### src/rtl/entrada_placar_pkg.sv
// Shared definitions for the score-entry keypad block and the display blocks
// that consume its outputs (state encodings, blank digit code, value ceiling).
package entrada_placar_pkg;

  typedef enum logic [1:0] {
    VAZIO   = 2'd0,
    ENTRADA = 2'd1,
    CHEIO   = 2'd2,
    ENTREGA = 2'd3
  } estado_t;

  localparam logic [3:0] BRANCO    = 4'd10;
  localparam int         VALOR_MAX = 999;

endpackage

### src/rtl/entrada_placar.sv
// Decimal keypad entry: accumulates up to MAX_DIGITOS digits into a binary value
// and commits it on confirma. Define ECO_DIGITOS_EN to add the eco0..eco2 digit echo.
module entrada_placar
  import entrada_placar_pkg::*;
#(
  parameter int MAX_DIGITOS = 3,
  parameter int LARGURA     = 10
) (
  input  logic               CLOCK_50,
  input  logic               reset,
  input  logic               digito_valido,
  input  logic [3:0]         digito,
  input  logic               confirma,
  input  logic               limpa,
  output logic [LARGURA-1:0] valor,
  output logic [1:0]         n_digitos,
  output logic [LARGURA-1:0] resultado,
  output logic               resultado_valido,
  output logic               erro,
`ifdef ECO_DIGITOS_EN
  output logic [3:0]         eco0,
  output logic [3:0]         eco1,
  output logic [3:0]         eco2,
`endif
  output logic [1:0]         estado
);

  // Strobes are single-cycle qualifiers sampled on the rising edge; there is no
  // back-pressure. Priority among them is limpa > confirma > digito_valido.
  localparam int         W     = LARGURA + 4;
  localparam logic [1:0] N_MAX = 2'(MAX_DIGITOS);

  estado_t              estado_q;
  logic [LARGURA-1:0]   valor_q;
  logic [LARGURA-1:0]   resultado_q;
  logic [1:0]           n_q;
  logic                 valido_q;
  logic                 erro_q;
`ifdef ECO_DIGITOS_EN
  logic [3:0]           eco0_q, eco1_q, eco2_q;
`endif

  logic [W-1:0]         soma;
  logic                 digito_legal;
  logic                 zero_esquerda;
  logic [W-LARGURA-1:0] unused_soma_alta;

  // Widened so the multiply-accumulate never wraps before truncation.
  assign soma             = W'(valor_q) * W'(10) + W'(digito);
  assign unused_soma_alta = soma[W-1:LARGURA];
  assign digito_legal     = (digito <= 4'd9);
  assign zero_esquerda    = (estado_q == VAZIO) && (digito == 4'd0);

  always_ff @(posedge CLOCK_50 or negedge reset) begin
    if (!reset) begin
      estado_q    <= VAZIO;
      valor_q     <= '0;
      resultado_q <= '0;
      n_q         <= 2'd0;
      valido_q    <= 1'b0;
      erro_q      <= 1'b0;
`ifdef ECO_DIGITOS_EN
      eco0_q      <= BRANCO;
      eco1_q      <= BRANCO;
      eco2_q      <= BRANCO;
`endif
    end else begin
      valido_q <= 1'b0;
      erro_q   <= 1'b0;
      case (estado_q)
        ENTREGA: estado_q <= VAZIO;
        default: begin
          if (limpa || confirma) begin
            if (!limpa) begin
              resultado_q <= valor_q;
              valido_q    <= 1'b1;
            end
            estado_q <= limpa ? VAZIO : ENTREGA;
            valor_q  <= '0;
            n_q      <= 2'd0;
`ifdef ECO_DIGITOS_EN
            eco0_q   <= BRANCO;
            eco1_q   <= BRANCO;
            eco2_q   <= BRANCO;
`endif
          end else if (digito_valido) begin
            if (!digito_legal || (estado_q == CHEIO)) begin
              erro_q <= 1'b1;
            end else if (!zero_esquerda) begin
              valor_q  <= soma[LARGURA-1:0];
              n_q      <= n_q + 2'd1;
              estado_q <= ((n_q + 2'd1) == N_MAX) ? CHEIO : ENTRADA;
`ifdef ECO_DIGITOS_EN
              eco2_q   <= eco1_q;
              eco1_q   <= eco0_q;
              eco0_q   <= digito;
`endif
            end
          end
        end
      endcase
    end
  end

  assign valor            = valor_q;
  assign n_digitos        = n_q;
  assign resultado        = resultado_q;
  assign resultado_valido = valido_q;
  assign erro             = erro_q;
  assign estado           = 2'(estado_q);
`ifdef ECO_DIGITOS_EN
  assign eco0             = eco0_q;
  assign eco1             = eco1_q;
  assign eco2             = eco2_q;
`endif

endmodule
### config.mk
export PLATFORM = sky130hd
export DESIGN_NAME = entrada_placar
export DESIGN_NICKNAME = d
export VERILOG_FILES = /design/src/rtl/entrada_placar_pkg.sv /design/src/rtl/entrada_placar.sv
export SDC_FILE = /design/constraint.sdc
export NUM_CORES = 1
export LEC_CHECK = 0
export BUFFER_PORTS_ARGS = -buffer_cell sky130_fd_sc_hd__buf_2
export CELL_PAD_IN_SITES_DETAIL_PLACEMENT = 1
export CELL_PAD_IN_SITES_GLOBAL_PLACEMENT = 1
export CORE_MARGIN = 3
export CORE_UTILIZATION = 37
export CTS_CLUSTER_DIAMETER = 30
export DETAILED_ROUTE_END_ITERATION = 10
export GPL_TIMING_DRIVEN = 0
export PLACE_DENSITY = 0.74
export SYNTH_ARGS = -nofsm -noshare
export SYNTH_HDL_FRONTEND = slang
export SYNTH_SLANG_ARGS = --single-unit
### constraint.sdc
create_clock -name CLOCK_50 -period 2.28 [get_ports CLOCK_50]
set_input_delay 0.228 -clock CLOCK_50 [delete_from_list [all_inputs] [get_ports CLOCK_50]]
set_output_delay 0.228 -clock CLOCK_50 [all_outputs]
set_load 0.02 [all_outputs]
== Yosys cells after proc, flatten, opt, wreduce, memory -nomap -nowiden ==
Index checks and enable logic that the tools add are counted.
Operators by class
  $add $sub $neg: 2
  multiply operators: 1
  $lt $le $gt $ge: 1
  equality and inequality tests: 7
  muxes and demuxes: 22
  bitwise operators: 2
  reduce and logical (&&, ||, !) cells: 11
Operator list (number)
  10-bit two-way mux: 4
  2-bit two-way mux: 11
  10-bit by 4-bit adder with 10-bit output: 1
  10-bit by 3-bit multiplier with 9-bit output (second input constant): 1
  1-bit two-way mux: 7
  2-bit == test (second input constant): 3
  3-bit AND reduction: 2
  4-bit <= comparator (second input constant): 1
  4-bit logical NOT: 1
  4-bit AND reduction: 1
  3-bit by 1-bit != test with 1-bit output (second input constant): 1
  3-bit by 2-bit != test with 1-bit output (second input constant): 1
  3-bit nonzero test: 1
  2-bit by 1-bit adder with 2-bit output (second input constant): 1
  2-bit logical NOT: 1
  1-bit logical OR: 2
  2-bit by 1-bit != test with 1-bit output (second input constant): 1
  2-bit != test (second input constant): 1
  1-bit NOT: 2
  2-bit nonzero test: 1
  1-bit logical AND: 1
  1-bit logical NOT: 1
Storage, ports and cells
  flip-flop bits (word level): 26
  input bits: 9
  word-level logic and storage cells: 52

== Depth between registers and ports, before layout ==
Gate-level depths: netlist of the first run.
  depth after elaboration: 8
  mapped depth: 9
  depth with buffers taken out: 9

== Worst setup path before layout of the first run ==
OpenSTA, ideal clock, no wires.
  path type: register to register
  start: reg valor_q[1] (netlist: valor[1])
  end: reg valor_q[9] (netlist: valor[9])
  library setup time: 0.121 ns
  arrival time: 2.516 ns
  setup slack: -0.357 ns
  cell stages (with the launch flop): 10
  path buffers: 0
  period minus slack after synthesis: 2.637 ns
  cells stage by stage: dfrtp_1 ha_1 ha_1 fa_1 a21o_1 a21oi_2 xnor2_1 nand3_1 xnor3_1 a22o_1
On the way
  word-level cells in the longest chain between the ends: 6
RTL lines
  from (decl): RTL line entrada_placar.sv:34  | logic [LARGURA-1:0] valor_q;
  from (signal assigned): RTL line entrada_placar.sv:90  | valor_q <= soma[LARGURA-1:0];
  10-bit by 3-bit multiplier with 9-bit output: RTL line entrada_placar.sv:49  | assign soma = W'(valor_q) * W'(10) + W'(digito);
  10-bit by 4-bit adder with 10-bit output: RTL line entrada_placar.sv:49
  10-bit two-way mux: RTL line entrada_placar.sv:89  | end else if (!zero_esquerda) begin
  10-bit two-way mux: RTL line entrada_placar.sv:87  | if (!digito_legal || (estado_q == CHEIO)) begin
  10-bit two-way mux: RTL line entrada_placar.sv:86  | end else if (digito_valido) begin
  10-bit two-way mux: RTL line entrada_placar.sv:73  | if (limpa || confirma) begin
Every way passes these cells. The select of a mux whose other input is x is not followed.
A chain may end at the register's enable or synchronous reset.

== Worst setup path after layout of the first run ==
  start: reg valor_q[3] (netlist: valor[3])
  end: reg valor_q[9] (netlist: valor[9])
The elaborated chain is that of the path after synthesis.

==> results.yml, run 1 <==
sta:
  skew_ns: 0.00433
  hold_ws_ns: 0.217
  rsz0062_at_grt: "true"
  finalHoldViolations: 0
  drv_slew: 0
  final.min_clock_period_ns: 2.35
  setup_viol: 1
  max_slew_margin: 0.613
  finalWorstSetupSlack_ns: -0.0747
  tightest_slew_ns: 0.580
  clock.fmax_mhz: 425
  finalCritPeriodShare: 1.03
  final.setup.tns_ns: -0.0747
status:
  status: "finished with violations"
  violations: "setup timing"
global_routing:
  grt_pass1_wl_mm: 6.10
  grt-ovfl-total: 0
  grt_start_max_net_pins: 27
  grtUsageTotal: 0.154
  antenna_found_initial: 0
  grt_pass1_vias: 1269
synth:
  synthCells: 138
  synth.most_common_cell: "dfrtp_1"
  yosys-top-cells-count: "26 x dfrtp_1, 18 x nand2_1, 15 x ha_1"
  ys.flop_type: "dfrtp_1"
  ys_ff_latch: 26
  synthTopCellsByArea: "dfrtp_1 43%, ha_1 12%, mux2_2 7.5%"
  synth_edf_count: 0
  synth_nets: 164
  yosys.cell_types.count: 29
  synth_area_um2: 1500
  yosys_warnings: 0
  avgSynthCellArea_um2: 10.9
  seq_area_frac_synth: 0.433
  async_flop_share: 1.00
  yosysTopAreaCell: "dfrtp_1"
  yosysTopAreaCellShare: 0.433
route:
  viasPerCell: 5.13
  ant_nets: 0
  num_vias: 1179
  firstDrtPassIters: 4
  first_iter_violations: 35
  detail_route.wl_per_cell_um: 15.4
  wl_mm: 3.55
  drc: 0
place:
  dpl_cell_area_um2: 1780
  dp_hpwl_mm: 2.79
  port_buffers: 34
  gp_congestion: 0.858
  placedCellCount: 220
  post-place-ws_ns: -0.112
setup_path:
  crit_path_end_kind: "register"
  crit_path_end: "valor[9]"
  worst_path_max_delay_cell: "dfrtp_2"
  cp_max_fo: 4
  r2r_cells: 9
  start_kind: "register"
  r2r_slack_ns: -0.07
  timing.rr.end: "valor[9]"
  worst_path_most_repeated_cell: "ha_4"
  crit_path_max_incr_delay_ns: 0.46
  crit_required_ns: 2.45
  path_class: "register to register"
  critical_path.cell_chain: "ha_4 -> ha_4 -> fa_2 -> a21o_1 -> a21oi_2 -> xnor2_2 -> nand3_1 -> xnor3_1 -> a22o_1"
  crit_start: "valor[3]"
  critPathArrivalTime_ns: 2.52
  r2r-start: "valor[3]"
floorplan:
  die_height_um: 69.8
  dieArea_um2: 4870
  core_area_um2: 3800
  die_width_um: 69.8
  ios: 35
  num_rows: 22
  start_util: 0.396
finish:
  num-fill-cells: 430
  num_antenna_cells: 0
  multi_input_area_um2: 851
  stdcell_area_um2: 1920
  seq_area_um2: 657
  final_nets: 209
  stdcell_count: 230
  drive_above_1_share: 0.396
  syn_to_final_growth_pct: 27.5
power:
  vdd_drop_max_v: 0.000369
  p_switching_mw: 0.407
  p_comb_frac: 0.291
  power.share.clock: 0.292
  powerDensity_nw_per_um2: 686
  power_frac_seq: 0.418
  swShare: 0.309
  intPower_mw: 0.908
  leakagePower_nw: 1.04
clock_network:
  path_clk_slew_ns: 0.09
  htreeDepth: 1
  cts_buffers: 3
  tritoncts: "yes"
  cts.path.max_buffers: 2
  insertion_delay_ns: 0.27
  cts.sinks: 26
  cts-root-buf: "clkbuf_8"
min_path:
  hold_path.class: "input pin to register"
  hold_depth: 3
flow_run:
  drv_cap: 0
## worst min path at each step
| stage | endpoint | slack (ns) | from |
|---|---|---|---|
| 2_1_floorplan | erro | -0.07 | reset |
| 3_3_place_gp | n_digitos[0] | 0.25 | reset |
| 3_5_place_dp | resultado[9] | 0.27 | reset |
| 4_1_cts | erro | 0.22 | digito_valido |
| 5_1_grt | erro | 0.22 | digito_valido |
| 6_report | valor[0] | 0.22 | digito[0] |
## logic make-up after synthesis
logic type | count (synthesis) | share of synthesized area
multiplexers | 11 | 0.0815
AO/OA/AOI/OAI | 30 | 0.131
adder cells (fa/ha/maj) | 17 | 0.151
flip-flops | 26 | 0.433
AND/OR/NAND/NOR | 31 | 0.0907
XOR/XNOR | 11 | 0.0732
buffers and inverters | 12 | 0.0399
## routing by layer
layer / vias to the layer above / share of wire / global-route usage
li1: 567 / - / -
met1: 576 / 0.42 / 0.193
met2: 30 / 0.51 / 0.270
met3: 6 / 0.045 / 0.0377
met4: 0 / 0.017 / 0.0319
met5: - / 0 / 0
## registers in the layout (all words and copies together) (netlist names)
name,count
n_digitos,2
resultado_valido,1
erro,1
valor,10
estado,2
resultado,10
## placed cells by master (no fill, tap or decap), types with 4 or more instances in the layout
master / n
ha_1: 11
nor2_1: 4
dfrtp_1: 21
o21ai_0: 9
buf_4: 7
dfrtp_2: 5
xor2_1: 5
a21oi_1: 6
buf_2: 34
nand2_1: 18
inv_1: 8
o31ai_1: 4
a22o_1: 4
mux2_2: 10
## per-stage QoR
step	total power, mW	utilization
finish	1.31	0.505
global route	1.39	0.505
CTS	1.33	0.503
detailed placement	0.926	0.469
global placement	0.906	0.469
floorplan	0.801	-
## power by group through the flow
stage	Clock (mW)	Combinational [mW]	Sequential [mW]
after floorplan	0	0.193	0.608
after global placement	0	0.346	0.560
after detailed placement	0	0.362	0.564
after CTS	0.389	0.388	0.551
after global routing	0.410	0.426	0.558
final	0.383	0.382	0.549
## cell type report
class	instances	area share
inverters	8	0.0157
clock inverters	1	0.0157
flip-flops and latches	26	0.343
repair buffers	40	0.114
well taps	48	0.0313
clock buffers	3	0.0215
plain buffers	4	0.0157
multi-input cells	100	0.444
## timing repair
action / 4_1_cts / 5_1_grt
resized for setup: 2 / 1
gates cloned: 0 / 0
endpoints found under the setup margin: 1 / 2
hold buffers: 1 / 0
endpoints found under the hold margin: 26 / 0
pin swaps: 6 / 3
buffers inserted: 5 / 0
## critical path, delay by kind of cell, from the launching register on
family          cells  cell delay [ns]
simple gates        1             0.12
fa+ha+maj           3             0.74
xor+xnor            2             0.38
compound gates      3             0.57
flops               1             0.46
(Power assumes the default switching activity.)
==> run 2: changes to the inputs <==
- SETUP_SLACK_MARGIN: default -> 0.05
==> run 2 against run 1 <==
  * The run still ends with setup timing left
  * Combinational power is essentially flat
  * Sequential share of layout area is essentially flat
  * Via count grew 1.5%
  * Final cell count is the same
  * Register-to-register slack gained 0.04 ns
  * Clock skew is essentially flat
  * Die area is the same
  * Largest power group unchanged
==> results.yml, run 2 (synthesis results as in run 1) <==
clock_network:
  path_clk_slew_ns: 0.09
  cts.sinks: 26
  cts.path.max_buffers: 2
  insertion_delay_ns: 0.28
  htreeDepth: 1
  cts_buffers: 3
  cts-root-buf: "clkbuf_8"
  tritoncts: "yes"
min_path:
  holdPathEnd: "erro"
  hold_path.class: "input pin to register"
  min_from: "digito_valido"
  hold_depth: 2
floorplan:
  die_width_um: 69.8
  die_height_um: 69.8
  num_rows: 22
  core_area_um2: 3800
  dieArea_um2: 4870
  ios: 35
  start_util: 0.396
route:
  wl_mm: 3.59
  detail_route.wl_per_cell_um: 15.6
  viasPerCell: 5.20
  firstDrtPassIters: 2
  ant_nets: 0
  drc: 0
  first_iter_violations: 43
  num_vias: 1197
sta:
  hold_ws_ns: 0.210
  rsz0062_at_grt: "true"
  tightest_slew_ns: 0.581
  finalWorstSetupSlack_ns: -0.0355
  final.min_clock_period_ns: 2.32
  drv_slew: 0
  finalCritPeriodShare: 1.02
  max_slew_margin: 0.613
  finalHoldViolations: 0
  setup_viol: 1
  clock.fmax_mhz: 432
  skew_ns: 0.00412
global_routing:
  grt-ovfl-total: 0
  grtUsageTotal: 0.162
  grt_pass1_vias: 1342
  grt_start_max_net_pins: 27
  antenna_found_initial: 0
  grt_pass1_wl_mm: 6.31
setup_path:
  start_kind: "register"
  cp_top_family: "adder cells"
  critPathArrivalTime_ns: 2.49
  critPathBufInv: 0
  r2r-start: "valor[1]"
  path_class: "register to register"
  crit_path_max_incr_delay_ns: 0.44
  worst_path_max_delay_cell: "dfrtp_2"
  r2r_cells: 9
  cp_max_fo: 2
  crit_path_end_kind: "register"
  crit_required_ns: 2.46
  worst_path_most_repeated_cell: "ha_4"
  r2r_slack_ns: -0.04
  critical_path.cell_chain: "ha_4 -> ha_4 -> fa_2 -> a21o_1 -> a21oi_2 -> xnor2_2 -> nand3_1 -> xnor3_1 -> a22o_1"
  timing.rr.end: "valor[9]"
status:
  status: "finished with violations"
  violations: "setup timing"
place:
  dp_hpwl_mm: 2.76
  dpl_cell_area_um2: 1780
  gp_congestion: 0.784
  port_buffers: 34
power:
  leakagePower_nw: 1.04
  vdd_drop_max_v: 0.000577
  powerDensity_nw_per_um2: 687
  fin_total_pwr_mw: 1.32
finish:
  drive_above_1_share: 0.401
  stdcell_area_um2: 1920
  syn_to_final_growth_pct: 27.5
  final_nets: 209
  final_common_cell: "buf_2"
  layout_common_cells: "34 x buf_2, 20 x dfrtp_1, 18 x nand2_1"
  num_antenna_cells: 0
flow_run:
  drv_cap: 0
## run 2: cell counts in the layout (fill, tap and decap cells not counted)
No cell type changed its count.
## run 2: worst max path at each step
stage,from,endpoint,depth (start not counted)
finish,valor[1],valor[9],9
global route,valor[3],valor[9],9
floorplan,valor[3],valor[9],9
CTS,valor[1],valor[9],9
detailed placement,valor[2],valor[9],9
global placement,valor[3],valor[9],9
## run 2: routing by layer
layer / track usage / part of all wire / up-vias
met5: 0 / 0 / -
met4: 0.0447 / 0.015 / 0
met3: 0.0420 / 0.044 / 7
met2: 0.291 / 0.52 / 28
met1: 0.190 / 0.42 / 593
li1: - / - / 569
## run 2: worst register-to-register path: cells and delay by family (launching register included)
family                     cells  cell delay, ns
DFF                            1            0.44
adders and majority gates      3            0.77
and+or+nand+nor                1            0.11
AOI/OAI and AO/OA              3            0.55
xor gates and xnor gates       2            0.34
## run 2: cell type report
class                   count  area, um2
well taps                  48       60.1
plain buffers               4       30.0
clock buffers               3       41.3
repair buffers             40        218
fillers                   430       1880
inverters                   8       30.0
clock inverters             1       30.0
flip-flops and latches     26        658
multi-input cells         100        851
## run 2: what timing repair did
item	CTS	global route
cloned	0	0
setup buffers	4	1
resized for setup	3	1
endpoints found under the hold margin	26	0
endpoints found under the setup margin	2	2
pin swaps	6	2
hold buffers	1	0
## run 2: per-stage QoR
stage	instances	utilization	TNS, ns	worst slack (ns)
2_1_floorplan	138	-	0	0.0213
3_3_place_gp	220	0.469	-0.0742	-0.0742
3_5_place_dp	220	0.469	-0.116	-0.116
4_1_cts	229	0.503	-0.0511	-0.0511
5_1_grt	230	0.505	-0.198	-0.171
6_report	230	0.505	-0.0355	-0.0355
## run 2: power by group
part / internal (mW) / leakage, nW / total, mW / switching, mW
sequential: 0.507 / 0.343 / 0.552 / 0.0449
clock: 0.235 / 0.0357 / 0.384 / 0.149
combinational: 0.167 / 0.660 / 0.382 / 0.215
==> run 3: changes to the inputs <==
- BUFFER_PORTS_ARGS: -buffer_cell sky130_fd_sc_hd__buf_2 -> default
- CORE_UTILIZATION: 37 -> 40
- DONT_BUFFER_PORTS: default -> 1
- PLACE_DENSITY: 0.74 -> 0.68
==> run 3 against run 2 <==
  * The flow still finishes with violations (setup timing)
  * Final area shrank 8.2%
  * Routed wire length about the same
  * Maximum frequency shrank 5.4%
  * Largest cell class unchanged
  * Setup slack got worse by 0.13 ns
  * Via count is 12% lower
  * Sequential cell count is the same
  * Global-route usage is 1.9 points higher
==> results.yml, run 3 (synthesis results as in run 1) <==
clock_network:
  cts.path.max_buffers: 2
  tritoncts: "yes"
  path_clk_slew_ns: 0.09
  insertion_delay_ns: 0.28
  cts-root-buf: "clkbuf_8"
  cts_buffers: 3
  cts.sinks: 26
  htreeDepth: 1
sta:
  final.setup.tns_ns: -0.221
  tightest_slew_ns: 0.465
  final.min_clock_period_ns: 2.45
  finalCritPeriodShare: 1.07
  finalHoldViolations: 0
  max_slew_margin: 0.690
  setup_viol: 2
  clock.fmax_mhz: 408
  hold_ws_ns: 0.0805
  rsz0062_at_grt: "true"
  drv_slew: 0
  skew_ns: 0.00362
  finalWorstSetupSlack_ns: -0.168
finish:
  syn_to_final_growth_pct: 17.1
  layout_common_cells: "20 x dfrtp_1, 18 x nand2_1, 11 x ha_1"
  drive_above_1_share: 0.272
  final_nets: 174
  num_antenna_cells: 0
  final_common_cell: "dfrtp_1"
  stdcell_count: 193
place:
  gp_congestion: 0.696
  dp_hpwl_mm: 2.80
  post-place-ws_ns: -0.172
  placedCellCount: 184
  port_buffers: 0
global_routing:
  grt_pass1_wl_mm: 6.08
  grtUsageTotal: 0.181
  grt_pass1_vias: 1208
  antenna_found_initial: 0
  grt_start_max_net_pins: 27
  grt-ovfl-total: 0
min_path:
  hold_path.class: "input pin to register"
setup_path:
  critPathArrivalTime_ns: 2.62
  cp_top_family: "adder cells"
  crit_path_end_kind: "register"
  path_class: "register to register"
  critical_path.cell_chain: "ha_4 -> ha_4 -> fa_2 -> a21o_1 -> a21oi_2 -> xnor2_2 -> nand3_1 -> xnor3_1 -> a22o_1"
  start_kind: "register"
  cp_max_fo: 5
  critPathBufInv: 0
  crit_required_ns: 2.45
  worst_path_max_delay_cell: "dfrtp_2"
  worst_path_most_repeated_cell: "ha_4"
  crit_path_max_incr_delay_ns: 0.51
floorplan:
  core_area_um2: 3470
  dieArea_um2: 4530
  die_height_um: 67.3
  num_rows: 21
  start_util: 0.434
  die_width_um: 67.3
  ios: 35
status:
  status: "finished with violations"
  violations: "setup timing"
power:
  leakagePower_nw: 0.871
  fin_total_pwr_mw: 1.27
  vdd_drop_max_v: 0.000598
  powerDensity_nw_per_um2: 724
route:
  firstDrtPassIters: 4
  maxUsedRoutingLayer: "met4"
  wl_met3_um: 263
  ant_nets: 0
  first_iter_violations: 67
  wl_met2_mm: 1.78
  drc: 0
  wl_met1_mm: 1.53
  num_vias: 1050
  wl_mm: 3.59
  detail_route.wl_per_cell_um: 18.6
  viasPerCell: 5.44
flow_run:
  drv_cap: 0
## run 3: timing repair
action	CTS	global route
buffers inserted	2	1
hold buffers	2	0
setup endpoints to repair	3	3
endpoints found under the hold margin	26	0
pin swaps	7	6
gates resized for setup	3	4
## run 3: path summary, 6_finish.rpt
| kind | cells past startpoint | slack, ns | endpoint | startpoint |
|---|---|---|---|---|
| hold / removal | 2 | 0.08 | valor[0] | digito[0] |
| min in group asynchronous | 2 | 0.38 | resultado[9] | reset |
| setup reg to reg | 9 | -0.17 | valor[9] | valor[1] |
| hold reg to reg | 2 | 0.66 | valor[1] | valor[1] |
| max in group asynchronous | 2 | 1.74 | valor[1] | reset |
| setup / recovery | 9 | -0.17 | valor[9] | valor[1] |
## run 3: layout make-up
class | instances | area, um2
Buffer | 4 | 30.0
Clock inverter | 1 | 30.0
Clock buffer | 3 | 41.3
Fill cell | 379 | 1710
Tap cell | 46 | 57.6
Multi-Input combinational cell | 100 | 861
Timing Repair Buffer | 5 | 52.6
Inverter | 8 | 30.0
Sequential cell | 26 | 658
## run 3: power breakdown
| group | leakage (nW) | switching (mW) | internal, mW |
|---|---|---|---|
| clock network | 0.0357 | 0.149 | 0.235 |
| logic | 0.492 | 0.136 | 0.134 |
| registers | 0.343 | 0.114 | 0.506 |
| total | 0.871 | 0.399 | 0.875 |
## run 3: metal layers
metal  up-vias  GRT usage
li1        498          -
met1       522      0.211
met2        27      0.321
met3         3     0.0599
met4         0     0.0380
met5         -          0
## run 3: per-stage QoR
stage	cell area, um2	utilization
6_report	1760	0.508
3_5_place_dp	1610	0.464
4_1_cts	1740	0.502
2_1_floorplan	1550	-
5_1_grt	1760	0.508
3_3_place_gp	1610	0.464
